===== config.mk =====
export PLATFORM = sky130hd
export DESIGN_NAME = oled_seq_flat
export DESIGN_NICKNAME = d
export VERILOG_FILES = /design/src/rtl/oled_pkg.sv /design/src/rtl/oled_seq_if.sv /design/src/rtl/oled_spi_tx.sv /design/src/rtl/oled_seq.sv /design/src/flat_wrapper.sv
export SDC_FILE = /design/constraint.sdc
export NUM_CORES = 1
export LEC_CHECK = 0
export BUFFER_PORTS_ARGS = -buffer_cell sky130_fd_sc_hd__buf_2
export CORE_MARGIN = 5
export CORE_UTILIZATION = 45
export DETAILED_ROUTE_END_ITERATION = 8
export HOLD_SLACK_MARGIN = 0.1
export SLEW_MARGIN = 25
export SYNTH_ARGS = -nofsm -noshare
export SYNTH_HDL_FRONTEND = slang
export SYNTH_SLANG_ARGS = --single-unit

===== constraint.sdc =====
create_clock -name clk -period 12.1 [get_ports clk]
set_input_delay 3.63 -clock clk [delete_from_list [all_inputs] [get_ports clk]]
set_output_delay 3.63 -clock clk [all_outputs]
set_load 0.02 [all_outputs]

===== src/rtl/oled_pkg.sv =====
// oled_seq shared definitions: entry opcodes, pin-action codes,
// FSM state codes and ROM entry helpers.
package oled_pkg;

    typedef enum logic [1:0] {
        OP_SPI = 2'b00,
        OP_PIN = 2'b01,
        OP_DLY = 2'b10,
        OP_END = 2'b11
    } op_t;

    typedef struct packed {
        op_t        op;
        logic [7:0] arg;
    } entry_t;

    localparam logic [2:0] PIN_VDD_ON  = 3'd0;
    localparam logic [2:0] PIN_VDD_OFF = 3'd1;
    localparam logic [2:0] PIN_RST_ASR = 3'd2;
    localparam logic [2:0] PIN_RST_REL = 3'd3;
    localparam logic [2:0] PIN_VBAT_ON = 3'd4;
    localparam logic [2:0] PIN_VBAT_OFF = 3'd5;

    typedef logic [2:0] state_t;

    localparam state_t S_IDLE   = 3'd0;
    localparam state_t S_FETCH  = 3'd1;
    localparam state_t S_DECODE = 3'd2;
    localparam state_t S_SPI    = 3'd3;
    localparam state_t S_PIN    = 3'd4;
    localparam state_t S_DLY    = 3'd5;
    localparam state_t S_NEXT   = 3'd6;
    localparam state_t S_DONE   = 3'd7;

    function automatic logic [9:0] e_spi(input logic [7:0] b);
        return {OP_SPI, b};
    endfunction

    function automatic logic [9:0] e_pin(input logic [2:0] c);
        return {OP_PIN, 5'd0, c};
    endfunction

    function automatic logic [9:0] e_dly(input logic [7:0] ms);
        return {OP_DLY, ms};
    endfunction

    function automatic logic [9:0] e_end();
        return {OP_END, 8'd0};
    endfunction

endpackage


===== src/rtl/oled_seq_if.sv =====
// Control handshake between top-level control and the sequencer.
// master = controller side, slave = oled_seq.
interface oled_seq_if;
    import oled_pkg::*;

    logic start_up;
    logic start_down;
    logic busy;
    logic fin;
    logic err;

    modport master (
        output start_up, start_down,
        input  busy, fin, err
    );

    modport slave (
        input  start_up, start_down,
        output busy, fin, err
    );

endinterface


===== src/rtl/oled_spi_tx.sv =====
// SPI mode-3 byte shifter, MSB first; sclk idles high.
// done pulses combinationally in the final cycle of the byte.
module oled_spi_tx
    import oled_pkg::*;
#(
    parameter int SPI_DIV = 4
) (
    input  logic       clk,
    input  logic       rst,
    input  logic       en,
    input  logic [7:0] data,
    output logic       sclk,
    output logic       sdo,
    output logic       done
);

    localparam int DW = (SPI_DIV > 1) ? $clog2(SPI_DIV) : 1;

    logic          active;
    logic [DW-1:0] div;
    logic [3:0]    half;
    logic [7:0]    sh;
    logic          last_div;

    assign last_div = (div == DW'(SPI_DIV - 1));
    assign done     = active && last_div && (half == 4'd15);

    // Even halves hold sclk low (sdo changes on their leading edge),
    // odd halves hold sclk high; half 15 ends the byte with sclk high.
    always_ff @(posedge clk or posedge rst) begin
        if (rst) begin
            active <= 1'b0;
            div    <= '0;
            half   <= '0;
            sh     <= '0;
            sclk   <= 1'b1;
            sdo    <= 1'b0;
        end else if (en) begin
            active <= 1'b1;
            div    <= '0;
            half   <= '0;
            sclk   <= 1'b0;
            sdo    <= data[7];
            sh     <= {data[6:0], 1'b0};
        end else if (active) begin
            if (!last_div) begin
                div <= div + DW'(1);
            end else begin
                div <= '0;
                if (half == 4'd15) begin
                    active <= 1'b0;
                end else begin
                    half <= half + 4'd1;
                    if (half[0]) begin
                        sclk <= 1'b0;
                        sdo  <= sh[7];
                        sh   <= {sh[6:0], 1'b0};
                    end else begin
                        sclk <= 1'b1;
                    end
                end
            end
        end
    end

endmodule


===== src/rtl/oled_seq.sv =====
// Table-driven OLED power-up/power-down sequencer: replays ROM
// entries (SPI byte, pin action, ms delay, END) to the panel pins.
module oled_seq
    import oled_pkg::*;
#(
    parameter int CLK_PER_MS = 100_000,
    parameter int SPI_DIV    = 4,
    parameter int SEQ_DEPTH  = 32,
    parameter int DOWN_BASE  = 24,
    parameter bit ROM_OVR_EN = 1'b0,
    parameter logic [SEQ_DEPTH*10-1:0] ROM_OVR = '0
) (
    input  logic       clk,
    input  logic       rst,
    oled_seq_if.slave  ctl,
    output logic       dc,
    output logic       res,
    output logic       vbat,
    output logic       vdd,
    output logic       sclk,
    output logic       sdo
);

    localparam int AW     = $clog2(SEQ_DEPTH);
    localparam int CW     = $clog2(255 * CLK_PER_MS + 1);
    localparam int UP_LEN = 20;
    localparam int DN_LEN = 5;
    localparam int UW     = $clog2(UP_LEN);
    localparam int NW     = $clog2(DN_LEN);

    localparam logic [9:0] UP_LIST [UP_LEN] = '{
        e_pin(PIN_VDD_ON), e_dly(8'd1), e_spi(8'hAE),
        e_pin(PIN_RST_ASR), e_dly(8'd1), e_pin(PIN_RST_REL),
        e_spi(8'h8D), e_spi(8'h14), e_spi(8'hD9), e_spi(8'hF1),
        e_pin(PIN_VBAT_ON), e_dly(8'd100),
        e_spi(8'h81), e_spi(8'h0F), e_spi(8'hA1), e_spi(8'hC8),
        e_spi(8'hDA), e_spi(8'h20), e_spi(8'hAF), e_end()
    };

    localparam logic [9:0] DN_LIST [DN_LEN] = '{
        e_spi(8'hAE), e_pin(PIN_VBAT_OFF), e_dly(8'd100),
        e_pin(PIN_VDD_OFF), e_end()
    };

    function automatic logic [SEQ_DEPTH*10-1:0] build_rom();
        logic [SEQ_DEPTH*10-1:0] r;
        for (int i = 0; i < SEQ_DEPTH; i++) r[i*10 +: 10] = e_end();
        for (int j = 0; j < UP_LEN; j++) r[j*10 +: 10] = UP_LIST[UW'(j)];
        for (int j = 0; j < DN_LEN; j++)
            r[(DOWN_BASE+j)*10 +: 10] = DN_LIST[NW'(j)];
        return r;
    endfunction

    localparam logic [SEQ_DEPTH*10-1:0] ROM_BITS =
        ROM_OVR_EN ? ROM_OVR : build_rom();

    state_t        state;
    logic [AW-1:0] ptr;
    entry_t        ent;
    logic [CW-1:0] cnt;
    logic          spi_en;
    logic          spi_done;

    // SPI launch coincides with the edge leaving DECODE so the SPI
    // state lasts exactly one byte time.
    assign spi_en = (state == S_DECODE) && (ent.op == OP_SPI);

    oled_spi_tx #(.SPI_DIV(SPI_DIV)) u_spi (
        .clk  (clk),
        .rst  (rst),
        .en   (spi_en),
        .data (ent.arg),
        .sclk (sclk),
        .sdo  (sdo),
        .done (spi_done)
    );

    // Sequencer FSM: fetch/decode/execute one ROM entry at a time.
    always_ff @(posedge clk or posedge rst) begin
        if (rst) begin
            state      <= S_IDLE;
            ptr        <= '0;
            ent        <= '0;
            cnt        <= '0;
            ctl.busy   <= 1'b0;
            ctl.fin    <= 1'b0;
            ctl.err    <= 1'b0;
            dc         <= 1'b0;
            res        <= 1'b1;
            vbat       <= 1'b1;
            vdd        <= 1'b1;
        end else begin
            unique case (state)
                S_IDLE, S_DONE: begin
                    if (ctl.start_up || ctl.start_down) begin
                        ptr      <= ctl.start_down ? AW'(DOWN_BASE) : '0;
                        ctl.fin  <= 1'b0;
                        ctl.busy <= 1'b1;
                        state    <= S_FETCH;
                    end
                end
                S_FETCH: begin
                    ent   <= entry_t'(ROM_BITS[int'(ptr)*10 +: 10]);
                    state <= S_DECODE;
                end
                S_DECODE: begin
                    unique case (ent.op)
                        OP_SPI: begin
                            dc    <= 1'b0;
                            state <= S_SPI;
                        end
                        OP_PIN: state <= S_PIN;
                        OP_DLY: begin
                            if (ent.arg == 8'd0) begin
                                state <= S_NEXT;
                            end else begin
                                cnt   <= CW'(ent.arg) * CW'(CLK_PER_MS)
                                         - CW'(1);
                                state <= S_DLY;
                            end
                        end
                        OP_END: begin
                            ctl.busy <= 1'b0;
                            ctl.fin  <= 1'b1;
                            state    <= S_DONE;
                        end
                    endcase
                end
                S_SPI: begin
                    if (spi_done) state <= S_NEXT;
                end
                S_PIN: begin
                    case (ent.arg[2:0])
                        PIN_VDD_ON:   vdd  <= 1'b0;
                        PIN_VDD_OFF:  vdd  <= 1'b1;
                        PIN_RST_ASR:  res  <= 1'b0;
                        PIN_RST_REL:  res  <= 1'b1;
                        PIN_VBAT_ON:  vbat <= 1'b0;
                        PIN_VBAT_OFF: vbat <= 1'b1;
                        default: ;
                    endcase
                    state <= S_NEXT;
                end
                S_DLY: begin
                    if (cnt == '0) state <= S_NEXT;
                    else cnt <= cnt - CW'(1);
                end
                S_NEXT: begin
                    if (ptr == AW'(SEQ_DEPTH - 1)) begin
                        ctl.err  <= 1'b1;
                        ctl.busy <= 1'b0;
                        ctl.fin  <= 1'b1;
                        state    <= S_DONE;
                    end else begin
                        ptr   <= ptr + AW'(1);
                        state <= S_FETCH;
                    end
                end
                default: state <= S_IDLE;
            endcase
        end
    end

endmodule


===== src/flat_wrapper.sv =====
// flat-port wrapper written by rule: the top's interface ports become plain ports
module oled_seq_flat import oled_pkg::*;
#(
    parameter int CLK_PER_MS = 100_000,
    parameter int SPI_DIV    = 4,
    parameter int SEQ_DEPTH  = 32,
    parameter int DOWN_BASE  = 24,
    parameter bit ROM_OVR_EN = 1'b0,
    parameter logic [SEQ_DEPTH*10-1:0] ROM_OVR = '0
)
  (clk, rst, dc, res, vbat, vdd, sclk, sdo, ctl_start_up, ctl_start_down, ctl_busy, ctl_fin, ctl_err);
  oled_seq_if ctl_i ();
  input  logic clk;
  input  logic rst;
  output logic dc;
  output logic res;
  output logic vbat;
  output logic vdd;
  output logic sclk;
  output logic sdo;
  input wire logic [$bits(ctl_i.start_up)-1:0] ctl_start_up;
  input wire logic [$bits(ctl_i.start_down)-1:0] ctl_start_down;
  output wire logic [$bits(ctl_i.busy)-1:0] ctl_busy;
  output wire logic [$bits(ctl_i.fin)-1:0] ctl_fin;
  output wire logic [$bits(ctl_i.err)-1:0] ctl_err;
  assign ctl_i.start_up = ctl_start_up;
  assign ctl_i.start_down = ctl_start_down;
  assign ctl_busy = ctl_i.busy;
  assign ctl_fin = ctl_i.fin;
  assign ctl_err = ctl_i.err;
  oled_seq #(.CLK_PER_MS(CLK_PER_MS), .SPI_DIV(SPI_DIV), .SEQ_DEPTH(SEQ_DEPTH), .DOWN_BASE(DOWN_BASE), .ROM_OVR_EN(ROM_OVR_EN), .ROM_OVR(ROM_OVR)) u_core (.clk(clk), .rst(rst), .ctl(ctl_i), .dc(dc), .res(res), .vbat(vbat), .vdd(vdd), .sclk(sclk), .sdo(sdo));
endmodule

Yosys cells after proc, flatten, opt, wreduce, memory -nomap -nowiden. Cells that the tools add are included.

Add/subtract/negate cells: 5. Shift operators: 1. Order comparisons: 0. Multiply operators: 2. Reductions and logical operators: 29. Equal/unequal tests: 28. Div/mod/pow operators: 0. Bitwise gates (word level): 0. Multiplexer cells: 52.

Operators by type and width (count): 320-bit by 32-bit variable part select with 10-bit output, first input constant (1); 25-bit 2-to-1 mux (3); 25-bit case mux with 2 select lines (1); 25-bit by 1-bit subtractor with 25-bit output, second input constant (2); 8-bit 2-to-1 mux (5); 25-bit zero test (1); 3-bit case mux with 7 select lines (1); 8-bit by 12-bit multiplier with 20-bit output, second input constant (1); 1-bit 2-to-1 mux (20); 3-bit == test, second input constant (6); 4-bit 2-to-1 mux (4); 2-bit nonzero test (8); 5-bit 2-to-1 mux (3); 3-bit by 2-bit == test with 1-bit output, second input constant (4); 3-bit 2-to-1 mux (4); 3-bit case mux with 4 select lines (1); 4-bit AND reduction (3); 2-bit by 1-bit inequality test with 1-bit output, second input constant (5); 2-bit inequality test, second input constant (5); 5-bit case mux with 2 select lines (1); 3-bit AND reduction (3); 8-bit zero test (1); 5-bit by 3-bit multiplier with 8-bit output, second input constant (1); 2-bit 2-to-1 mux (4); other kinds (17) (29).

Memories kept: 0. Input bits: 4. Word-level logic and storage cells: 134. Memory bits (writable): 0. Memory bits (read-only): 0. Bits in latches: 0. Output and inout bits: 9. Register bits: 66.

Longest topological paths before layout. Gate-level depths: netlist of run 1.

Depth in word-level cells: 5. Gate-level depth with buffers: 16. Depth with buffers taken out: 15.

Cells and area by module. A second synthesis of run 1 with hierarchy kept.

Cell total of the unflattened synthesis: 622. Area, all modules: 5427.7 um2.

By module, submodules not included: oled_seq (seq. area each 1179.9 um2, area an instance 4600.7 um2, times used 1, cells each 537); oled_spi_tx (seq. area each 401.6 um2, area an instance 827.0 um2, times used 1, cells each 85).

Worst setup path before layout of run 1. No wires, ideal clock.

Path kind: input to register. Start: in ctl_start_down. End: reg u_core.ctl.busy. Stages on the path: 4. Slack: 7520 ps. Setup time: 125 ps. Path buffers: 0. Data arrival time: 4455 ps. Required time: 11975 ps. Path through: o21ai_0 -> a31oi_1 -> a21oi_1 -> mux2_2.

Cells in the longest elaborated chain, start to end: 3.

Ends and longest elaborated chain: start: declaration (line flat_wrapper.sv:22) `input wire logic [$bits(ctl_i.start_down)-1:0] ctl_start_down;`; 1-bit logical OR (line oled_seq.sv:95) `if (ctl.start_up || ctl.start_down) begin`; 2-bit by 1-bit inequality test with 1-bit output (no source line); 4-bit AND reduction (no source line); end signal: assignment (line oled_seq.sv:85) `ctl.busy <= 1'b0;`; end signal: assignment (line oled_seq.sv:98) `ctl.busy <= 1'b1;`; end signal: assignment (line oled_seq.sv:123) `ctl.busy <= 1'b0;`; end: declaration (line oled_seq_if.sv:19) `output busy, fin, err`.

Every way passes these cells. A chain may end at the register's enable or synchronous reset.

Worst setup path after layout of run 1.
Start: reg u_core.ent[3] (netlist name). End: reg u_core.cnt[22].

Cells in the longest elaborated chain, start to end: 5. Elaborated cells between the ends (all ways): 8. Those cells by class: 1 x add/sub; 1 x mul; 1 x eq/ne; 3 x mux; 2 x reduce/logical.

Ends and longest elaborated chain: start: declaration (line oled_seq.sv:59) `entry_t ent;`; start signal: assignment (line oled_seq.sv:103) `ent <= entry_t'(ROM_BITS[int'(ptr)*10 +: 10]);`; 8-bit by 12-bit multiplier with 20-bit output (line oled_seq.sv:117) `cnt <= CW'(ent.arg) * CW'(CLK_PER_MS)`; 25-bit by 1-bit subtractor with 25-bit output (line oled_seq.sv:118) `- CW'(1);`; 25-bit 2-to-1 mux (line oled_seq.sv:114) `if (ent.arg == 8'd0) begin`; 25-bit 2-to-1 mux (line oled_seq.sv:107) `unique case (ent.op)`; 25-bit case mux with 2 select lines (line oled_seq.sv:93) `unique case (state)`; end signal: assignment (line oled_seq.sv:117); end signal: assignment (line oled_seq.sv:146) `else cnt <= cnt - CW'(1);`; end: declaration (line oled_seq.sv:60) `logic [CW-1:0] cnt;`.

Several ways; a longest one is shown, not always the timed one. The select of a mux whose other input is x is not followed.

==> results of run 1 <==
## layout make-up
class | count | area (um2) | area share [%]
multi-input cells | 497 | 3560 | 61.2
well taps | 143 | 179 | 3.07
flip-flops and latches | 63 | 1580 | 27.1
clock buffers | 13 | 250 | 4.29
repair buffers | 14 | 77.6 | 1.33
inverters | 23 | 86.3 | 1.48
clock inverters | 3 | 90.1 | 1.55
## cells by family after synthesis
logic type,after synthesis,synth area share (%)
mux,14,2.68
compound gates,177,21.4
xor+xnor,31,5.10
flops,63,29.7
other cells,1,0.0705
simple gates,196,18.8
fa+ha+maj,75,18.6
buf+inv,47,3.62
## placed cells by master (no fill, tap or decap), types with 5 or more instances in the layout
master     count
nor3_1        17
nor2_1        43
inv_1         22
or2_2          7
o211ai_1       8
nand2b_1       5
dfrtp_1       59
a21o_1         7
ha_1          68
a22oi_1        9
mux2i_1       12
clkbuf_16      9
nand2_1       61
xor2_1        11
o21ai_0       44
or3_1          7
a31oi_1       10
buf_2         11
o22ai_1        7
nand3_1        8
a21oi_1       49
fa_1           7
xnor2_1       20
nand4_1        9
and3_1        10
## flip-flops by register name, indices dropped and copies added, names as in the netlist, 2 cells and up
register,count
u_core.state,3
u_core.u_spi.half,4
u_core.ent,8
u_core.cnt,25
u_core.u_spi.sh,7
u_core.u_spi.div,2
u_core.ptr,5
## cell usage after synthesis, drive strengths merged, types with 8 or more instances
library cell   n
xnor2         20
and3          10
or3            9
nand4          9
inv           23
a22oi          9
or2            8
nor2          43
a21oi         50
nand3          8
dfrtp         59
clkbuf        19
ha            68
xor2          11
o211ai         9
a31oi         10
mux2i         12
nand2         61
o21ai         45
nor3          19
## layer usage
layer	part of all wire (%)	up-vias	track usage, %
met5	0	-	0
met4	1.6	0	6.44
met3	3.0	13	2.34
met2	45	70	27.2
met1	51	2104	25.7
li1	-	2218	-
## power by group
| group | total [mW] | switching (mW) | internal [mW] |
|---|---|---|---|
| Sequential | 0.212 | 0.000808 | 0.212 |
| Combinational | 0.0134 | 0.00935 | 0.00407 |
| Clock | 0.299 | 0.0919 | 0.207 |
## how the worst min path moves through the flow
stage	start	endpoint	slack, ns
after detailed placement	u_core.vbat$_DFFE_PP1P_	u_core.vbat$_DFFE_PP1P_	0.46
after global placement	u_core.ctl.err$_DFFE_PP0P_	u_core.ctl.err$_DFFE_PP0P_	0.45
after global routing	u_core.ctl.fin$_DFFE_PP0P_	u_core.ctl.fin$_DFFE_PP0P_	0.50
after CTS	u_core.vbat$_DFFE_PP1P_	u_core.vbat$_DFFE_PP1P_	0.47
final	u_core.vbat$_DFFE_PP1P_	u_core.vbat$_DFFE_PP1P_	0.46
after floorplan	u_core.u_spi.sh[1]$_DFFE_PP0P_	u_core.u_spi.sh[1]$_DFFE_PP0P_	0.45
## metrics by stage
| step | worst slack, ns | hold WS (ns) | std cells | cell area [um2] | utilization, % |
|---|---|---|---|---|---|
| 6_report | 7.17 | 0.460 | 756 | 5830 | 50.6 |
| 4_1_cts | 7.24 | 0.465 | 756 | 5830 | 50.6 |
| 3_5_place_dp | 7.14 | 0.458 | 740 | 5490 | 47.6 |
| 3_3_place_gp | 7.22 | 0.454 | 740 | 5490 | 47.6 |
| 5_1_grt | 6.94 | 0.501 | 756 | 5830 | 50.6 |
| 2_1_floorplan | 6.91 | 0.449 | 607 | 5330 | - |
## tightest hold or removal path: stages (launching register included)
cell	delay, ns
dfstp_2	0.37
nand2_1	0.05
nand2_1	0.04
==> impl_metrics.ini, run 1 <==
[status]
status = finished, final reports clean

[global_route]
grt_use_total_pct = 17.8
antenna_found_initial = 0
grt_start_max_net_pins = 64
grt_pass1_vias = 4210
gr-total-overflow = 0
grt_pass1_wl_um = 20600

[floorplanning]
die_w_um = 119
ios = 13
dieArea_um2 = 14100
die_h_um = 119
initial_core_util_pct = 46.2
core_area_um2 = 11500
core.rowCount = 39

[setup_path]
cpMaxStageDelayCell = dfrtp_1
regToRegSetupSlack_ns = 7.17
r2r_end = u_core.cnt[22]$_DFFE_PP0P_
cpLargestDelayFamily = compound AO/OA/AOI/OAI gates
reg2reg_depth = 14
cp.depth = 14
crit_arrival_ns = 5.14
worstSetupEndpoint = u_core.cnt[22]$_DFFE_PP0P_
end_kind = flop
reg2reg_from = u_core.ent[3]$_DFFE_PP0P_
critical-path-max-stage-delay_ns = 0.63
crit_buf_inv = 0
cp-startpoint = u_core.ent[3]$_DFFE_PP0P_
start_kind = flop
required_ns = 12.31
crit_chain = ha_1 > xor2_1 > ha_1 > fa_1 > ha_1 > ha_1 > a21oi_1 > o211ai_2 > a2111oi_0 > o21bai_1 > a221oi_2 > a21oi_1 > o21ai_0 > o211ai_1
worstPathMaxFanout = 12
path_common_cell = ha_1
path_class = flop to flop

[logic_synthesis]
syn_area_um2 = 5320
yosysTopAreaCell = dfrtp_1
netlist_top_cells_area = dfrtp_1, ha_1, a21oi_1
synth-main-ff-cell = dfrtp_1
synth_warnings = 0
seq_area_frac_synth_pct = 29.7
synthArstFlopShare_pct = 100
ys_types = 68
synth_edf_count = 0
netlist_instances = 604
synth_area_per_cell_um2 = 8.81
ys_seq_elements = 63
synth_top_area_share_pct = 27.8

[job]
maxCapViolCount = 0

[detailed_routing]
drt-pass1-iter-count = 5
routed_via_density = 5.83
routedWlPerCell_um = 16.1
drtIter0Drc = 275
ant_nets = 0
drt_wl_total_um = 12100
drc = 0
vias = 4405

[clock_network]
numClockSinks = 63
cts_buffers = 9
holdBufCountCts = 0
post_cts_resize_count = 0
clk_latency_ns = 0.33
clk_path_buf_depth = 2
root_buffer = clkbuf_16
cts_htree_levels = 3
cts_tree = done
post_cts_buffers = 0
clk_pin_slew_ns = 0.06

[power_and_ir_drop]
power_mw = 0.525
power.density_nw_per_um2 = 90.0
leakage_nw = 2.84
ir_drop_v = 0.0000583

[hold_path]
whs_path_depth = 2
hp-class = flop to flop

[sta]
fin_crit_ns = 4.93
drv_slew = 0
fin_crit_sh_pct = 40.8
rsz0062_at_grt = no
hold_viol = 0
relSlewSlack_pct = 41.1
finClkSkew_ns = 0.0105
setup_viol = 0
tightestPinTransition_ns = 0.883
tns_ns = 0
clock.fmax_ghz = 0.203

[place]
io_buffers = 11
globalplace.congestion = 0.881
dpl.hpwl_um = 9210

[cells_and_area]
drive_gt1_share_pct = 9.30
nFillCells = 1095
nets = 687
areaGrowthSynthToFinish_pct = 9.57
diodes = 0
Power figures use the tool's default switching activity.
==> run 2: changes to the inputs <==
clock period = 4.5 ns   (was 12.1 ns; I/O delays follow)
==> impl_metrics.ini, run 2 (synthesis gave the netlist of run 1 again) <==
[status]
status = finished, final reports clean

[global_route]
grt_pass1_wl_um = 20500
gr-total-overflow = 0
antenna_found_initial = 0
grt_use_total_pct = 17.6
grt_start_max_net_pins = 39
grt_pass1_vias = 4161

[setup_path]
path_class = flop to flop
cpMaxStageDelayCell = fa_1
end_kind = flop
crit_arrival_ns = 4.54
reg2reg_from = u_core.ent[3]$_DFFE_PP0P_
reg2reg_depth = 15
r2r_end = u_core.cnt[24]$_DFFE_PP0P_
start_kind = flop
worstPathMaxFanout = 7
path_common_cell = ha_1
crit_chain = ha_1 > xor2_1 > ha_1 > fa_1 > ha_1 > ha_1 > a21oi_1 > o211ai_2 > a2111oi_2 > o21bai_1 > a221oi_2 > buf_4 > nand4_1 > xnor2_1 > o21a_1
regToRegSetupSlack_ns = 0.18
cp-startpoint = u_core.ent[3]$_DFFE_PP0P_
worstSetupEndpoint = u_core.cnt[24]$_DFFE_PP0P_
required_ns = 4.72
critical-path-max-stage-delay_ns = 0.46

[cells_and_area]
drive_gt1_share_pct = 12.9
post-route-cell-area_um2 = 5960
top_register = u_core.cnt
layout_common_cells = ha_1, nand2_1, dfrtp_1
areaGrowthSynthToFinish_pct = 12.0
largest_reg_flops = 25
diodes = 0
nFillCells = 1090
final_util_pct = 51.7
nets = 704
largest_registers = u_core.cnt (25), u_core.ent (8), u_core.u_spi.sh (7)
final_common_cell = ha_1

[floorplanning]
dieArea_um2 = 14100
initial_core_util_pct = 46.2
die_w_um = 119
core_area_um2 = 11500
core.rowCount = 39
ios = 13
die_h_um = 119

[sta]
fin_crit_sh_pct = 96.1
drv_slew = 0
setup_viol = 0
tightestPinTransition_ns = 0.816
hold_viol = 0
relSlewSlack_pct = 45.5
clock.fmax_ghz = 0.231
rsz0062_at_grt = yes
finClkSkew_ns = 0.00795
fin_crit_ns = 4.32

[clock_network]
numClockSinks = 63
clk_pin_slew_ns = 0.05
cts_htree_levels = 3
root_buffer = clkbuf_16
holdBufCountCts = 0
clk_path_buf_depth = 2
cts_buffers = 9
cts_tree = done
clk_latency_ns = 0.33

[power_and_ir_drop]
leakage_nw = 2.92
pwr-share-clk_pct = 54.8
internal_power_mw = 1.08
swShare_pct = 19.9
ir_drop_v = 0.000164
power.density_nw_per_um2 = 226
p_switching_mw = 0.269
pwr-share-comb_pct = 2.8
pwr-share-seq_pct = 42.4

[detailed_routing]
drt-pass1-iter-count = 4
routedWlPerCell_um = 15.6
routed_via_density = 5.70
drtIter0Drc = 243
vias = 4406
drt_wl_total_um = 12100
drc = 0
ant_nets = 0

[hold_path]
hp-class = flop to flop

[place]
dpl.hpwl_um = 9330
io_buffers = 11
globalplace.congestion = 0.875
placed_area_um2 = 5600

[job]
maxCapViolCount = 0
==> run 2: worst min path at each step <==
stage / start / endpoint / slack [ns] / cells past startpoint
after floorplan: u_core.u_spi.sh[1]$_DFFE_PP0P_ / u_core.u_spi.sh[1]$_DFFE_PP0P_ / 0.45 / 2
after global placement: u_core.vbat$_DFFE_PP1P_ / u_core.vbat$_DFFE_PP1P_ / 0.45 / 2
after detailed placement: u_core.vbat$_DFFE_PP1P_ / u_core.vbat$_DFFE_PP1P_ / 0.45 / 2
after CTS: u_core.vbat$_DFFE_PP1P_ / u_core.vbat$_DFFE_PP1P_ / 0.46 / 2
after global routing: u_core.ctl.err$_DFFE_PP0P_ / u_core.ctl.err$_DFFE_PP0P_ / 0.47 / 1
final: u_core.vbat$_DFFE_PP1P_ / u_core.vbat$_DFFE_PP1P_ / 0.46 / 2
==> run 2: what timing repair did <==
action / CTS / global route
endpoints found under the hold margin: 0 / 0
gates resized for setup: 1 / 6
endpoints found under the setup margin: 3 / 8
buffers inserted: 0 / 2
pin swaps: 0 / 2
==> run 2: final cells by class <==
cell class | count | area (um2) | area share (%)
Tap cell | 143 | 179 | 3.00
Sequential cell | 63 | 1580 | 26.6
Multi-Input combinational cell | 497 | 3590 | 60.2
Inverter | 23 | 86.3 | 1.45
Timing Repair Buffer | 31 | 205 | 3.44
Clock inverter | 4 | 70.1 | 1.18
Clock buffer | 12 | 246 | 4.14
==> run 2: layer usage <==
layer / up-vias / part of all wire, % / track usage (%)
li1: 2256 / - / -
met3: 7 / 2.0 / 2.72
met5: - / 0 / 0
met1: 2093 / 53 / 26.1
met2: 50 / 44 / 26.5
met4: 0 / 1.1 / 5.07
==> run 2: worst max-delay path: cells and delay by family, from the launching register on <==
kind                       cells  cell delay [ns]
AOI/OAI and AO/OA              6             1.44
xor gates and xnor gates       2             0.32
and+or+nand+nor                1             0.11
adders and majority gates      5             1.72
buffers and inverters          1             0.17
DFF                            1             0.44
==> run 2: through the flow <==
| stage | hold slack (ns) | power (mW) | cells | setup slack (ns) | setup TNS, ns |
|---|---|---|---|---|---|
| final | 0.462 | 1.35 | 773 | 0.177 | 0 |
| after global routing | 0.473 | 1.40 | 773 | -0.0370 | -0.0534 |
| after CTS | 0.460 | 1.37 | 771 | 0.0191 | 0 |
| after detailed placement | 0.452 | 0.619 | 755 | -0.0401 | -0.0767 |
| after global placement | 0.447 | 0.619 | 755 | 0.0879 | 0 |
| after floorplan | 0.449 | 0.608 | 607 | 0.205 | 0 |
==> run 2: power groups by stage <==
| stage | Combinational, mW | Clock [mW] | Sequential [mW] |
|---|---|---|---|
| 3_5_place_dp | 0.0385 | 0 | 0.581 |
| 6_report | 0.0378 | 0.739 | 0.571 |
| 5_1_grt | 0.0440 | 0.780 | 0.571 |
| 2_1_floorplan | 0.0271 | 0 | 0.581 |
| 4_1_cts | 0.0386 | 0.755 | 0.571 |
| 3_3_place_gp | 0.0382 | 0 | 0.581 |
==> run 3: changes to the inputs <==
ABC_AREA = 1   (was not set)
CORE_MARGIN = not set   (was 5)
GPL_TIMING_DRIVEN = 0   (was not set)
==> impl_metrics.ini, run 3 <==
[setup_path]
path_class = flop to flop
reg2reg_depth = 16
crit_arrival_ns = 4.42
cpLargestDelayFamily = adder cells
worstPathMaxFanout = 6
crit_chain = inv_1 > ha_1 > ha_1 > fa_1 > fa_1 > ha_1 > nand2_1 > nor2_1 > nand3_1 > nand3_1 > nand2_1 > nand2_1 > nand3_1 > nor2_2 > xor2_1 > o21bai_1
cp.depth = 16
end_kind = flop
start_kind = flop
required_ns = 4.72
cp-startpoint = u_core.ent[6]$_DFFE_PP0P_
crit_buf_inv = 1
critical-path-max-stage-delay_ns = 0.48
cpMaxStageDelayCell = dfrtp_1
reg2reg_from = u_core.ent[6]$_DFFE_PP0P_

[job]
maxCapViolCount = 0

[logic_synthesis]
synth_common_cells = nand2_1, inv_1, nor2_1
synth_edf_count = 0
yosysTopAreaCell = dfrtp_1
synth-main-ff-cell = dfrtp_1
synth_top_area_share_pct = 26.1
synth_warnings = 0
netlist_top_cells_area = dfrtp_1, ha_1, nand2_1
ys_seq_elements = 63
netlist_instances = 803
seq_area_frac_synth_pct = 28.0
syn_area_um2 = 5650
yosysMostFrequentCell = nand2_1
synthArstFlopShare_pct = 100
ys_types = 45
synth_area_per_cell_um2 = 7.04

[detailed_routing]
drc = 0
vias = 5152
ant_nets = 0
drt-pass1-iter-count = 6
routed_via_density = 5.14
routedWlPerCell_um = 13.8
drtIter0Drc = 324
drt_wl_total_um = 13900

[global_route]
grt_start_max_net_pins = 46
antenna_found_initial = 0
gr-total-overflow = 0
grt_pass1_vias = 4962
grt_pass1_wl_um = 23800
grt_use_total_pct = 23.4

[cells_and_area]
layout_common_cells = nand2_1, inv_1, nor2_1
final_common_cell = nand2_1
diodes = 0
nets = 908
final_util_pct = 52.0
top_register = u_core.cnt
areaGrowthSynthToFinish_pct = 11.4
register_area_um2 = 1590
largest_reg_flops = 25
largest_registers = u_core.cnt (25), u_core.ent (8), u_core.u_spi.sh (7)
multi_input_area_um2 = 3600
nFillCells = 1264
drive_gt1_share_pct = 9.95

[clock_network]
clk_path_buf_depth = 2
clk_pin_slew_ns = 0.06
cts_buffers = 9
cts_tree = done
root_buffer = clkbuf_16
cts_htree_levels = 3
numClockSinks = 63
clk_latency_ns = 0.35

[sta]
hold_ws_ns = 0.457
fin_crit_ns = 4.19
relSlewSlack_pct = 62.6
clock.fmax_ghz = 0.239
finClkSkew_ns = 0.00651
fin_crit_sh_pct = 93.1
drv_slew = 0
hold_viol = 0
tightestPinTransition_ns = 0.558
tns_ns = 0
rsz0062_at_grt = no
setup_ws_ns = 0.309
setup_viol = 0

[floorplanning]
die_w_um = 114
ios = 13
core_area_um2 = 12100
core.rowCount = 40
die_h_um = 114
dieArea_um2 = 13000
initial_core_util_pct = 46.7

[hold_path]
hp-class = flop to flop
whs_path_depth = 1
min-delay-start = u_core.ctl.err$_DFFE_PP0P_

[place]
post-place-ws_ns = 0.221
io_buffers = 11
globalplace.congestion = 0.852
dpl.hpwl_um = 10900

[status]
status = finished, final reports clean
## run 3: cell types whose count changed in the layout (fill, tap and decap cells not counted), sizes merged, moves of 10 or more
cell and delta:
nor2 +43, nand3 +57, inv +87, a21oi -24, nand2 +168, and3 -10, mux2i -12, xnor2 -17
## run 3: metrics by stage
| stage | instances | cell area (um2) |
|---|---|---|
| 6_report | 1002 | 6300 |
| 3_3_place_gp | 985 | 5930 |
| 5_1_grt | 1002 | 6300 |
| 4_1_cts | 1002 | 6290 |
| 2_1_floorplan | 806 | 5670 |
| 3_5_place_dp | 986 | 5960 |
## run 3: what timing repair did
item,4_1_cts,5_1_grt
setup endpoints to repair,0,4
resized for setup,0,3
setup buffers,0,0
hold buffers,0,0
## run 3: layout make-up
cell class | count | area share, %
buffer | 11 | 1.13
clock buffer | 11 | 4.01
clock inverter | 5 | 1.27
inverter | 110 | 6.60
multi-input combinational | 622 | 57.2
sequential | 63 | 25.2
tap | 168 | 3.34
timing repair buffer | 12 | 1.31
## run 3: worst paths after layout
| path | slack, ns | endpoint |
|---|---|---|
| min in group asynchronous | 0.95 | u_core.state[0]$_DFFE_PP0P_ |
| worst max register to register | 0.31 | u_core.cnt[22]$_DFFE_PP0P_ |
| worst min-delay path | 0.46 | u_core.ctl.err$_DFFE_PP0P_ |
| max in group asynchronous | 2.98 | u_core.u_spi.sclk$_DFFE_PP1P_ |
| worst min register to register | 0.46 | u_core.ctl.err$_DFFE_PP0P_ |
| worst max-delay path | 0.31 | u_core.cnt[22]$_DFFE_PP0P_ |
## run 3: worst reg2reg max path, delay by kind of cell (launching register included)
family,cells,cell delay [ns]
buffers and inverters,1,0.20
xor gates and xnor gates,1,0.24
and+or+nand+nor,8,1.01
DFF,1,0.48
adders and majority gates,5,2.07
AOI/OAI and AO/OA,1,0.09
## run 3: layer usage
metal	track usage, %	vias up	part of all wire, %
li1	-	2673	-
met1	31.9	2386	50
met2	36.6	75	45
met3	4.13	18	3.2
met4	9.52	0	2.3
met5	0	-	0
## run 3: cells by family (layout without fill, tap and decap cells)
| family | after synthesis | in the layout | synth area share, % |
|---|---|---|---|
| fa+ha+maj | 75 | 75 | 17.5 |
| buf+inv | 121 | 149 | 8.56 |
| xor+xnor | 17 | 17 | 2.63 |
| flops | 63 | 63 | 28.0 |
| other cells | 1 | 4 | 0.0663 |
| simple gates | 412 | 412 | 31.5 |
| compound gates | 114 | 114 | 11.7 |
Power of run 3 is not shown: default switching activity piles up to over one toggle a cycle in this logic, so the estimate is an artifact.
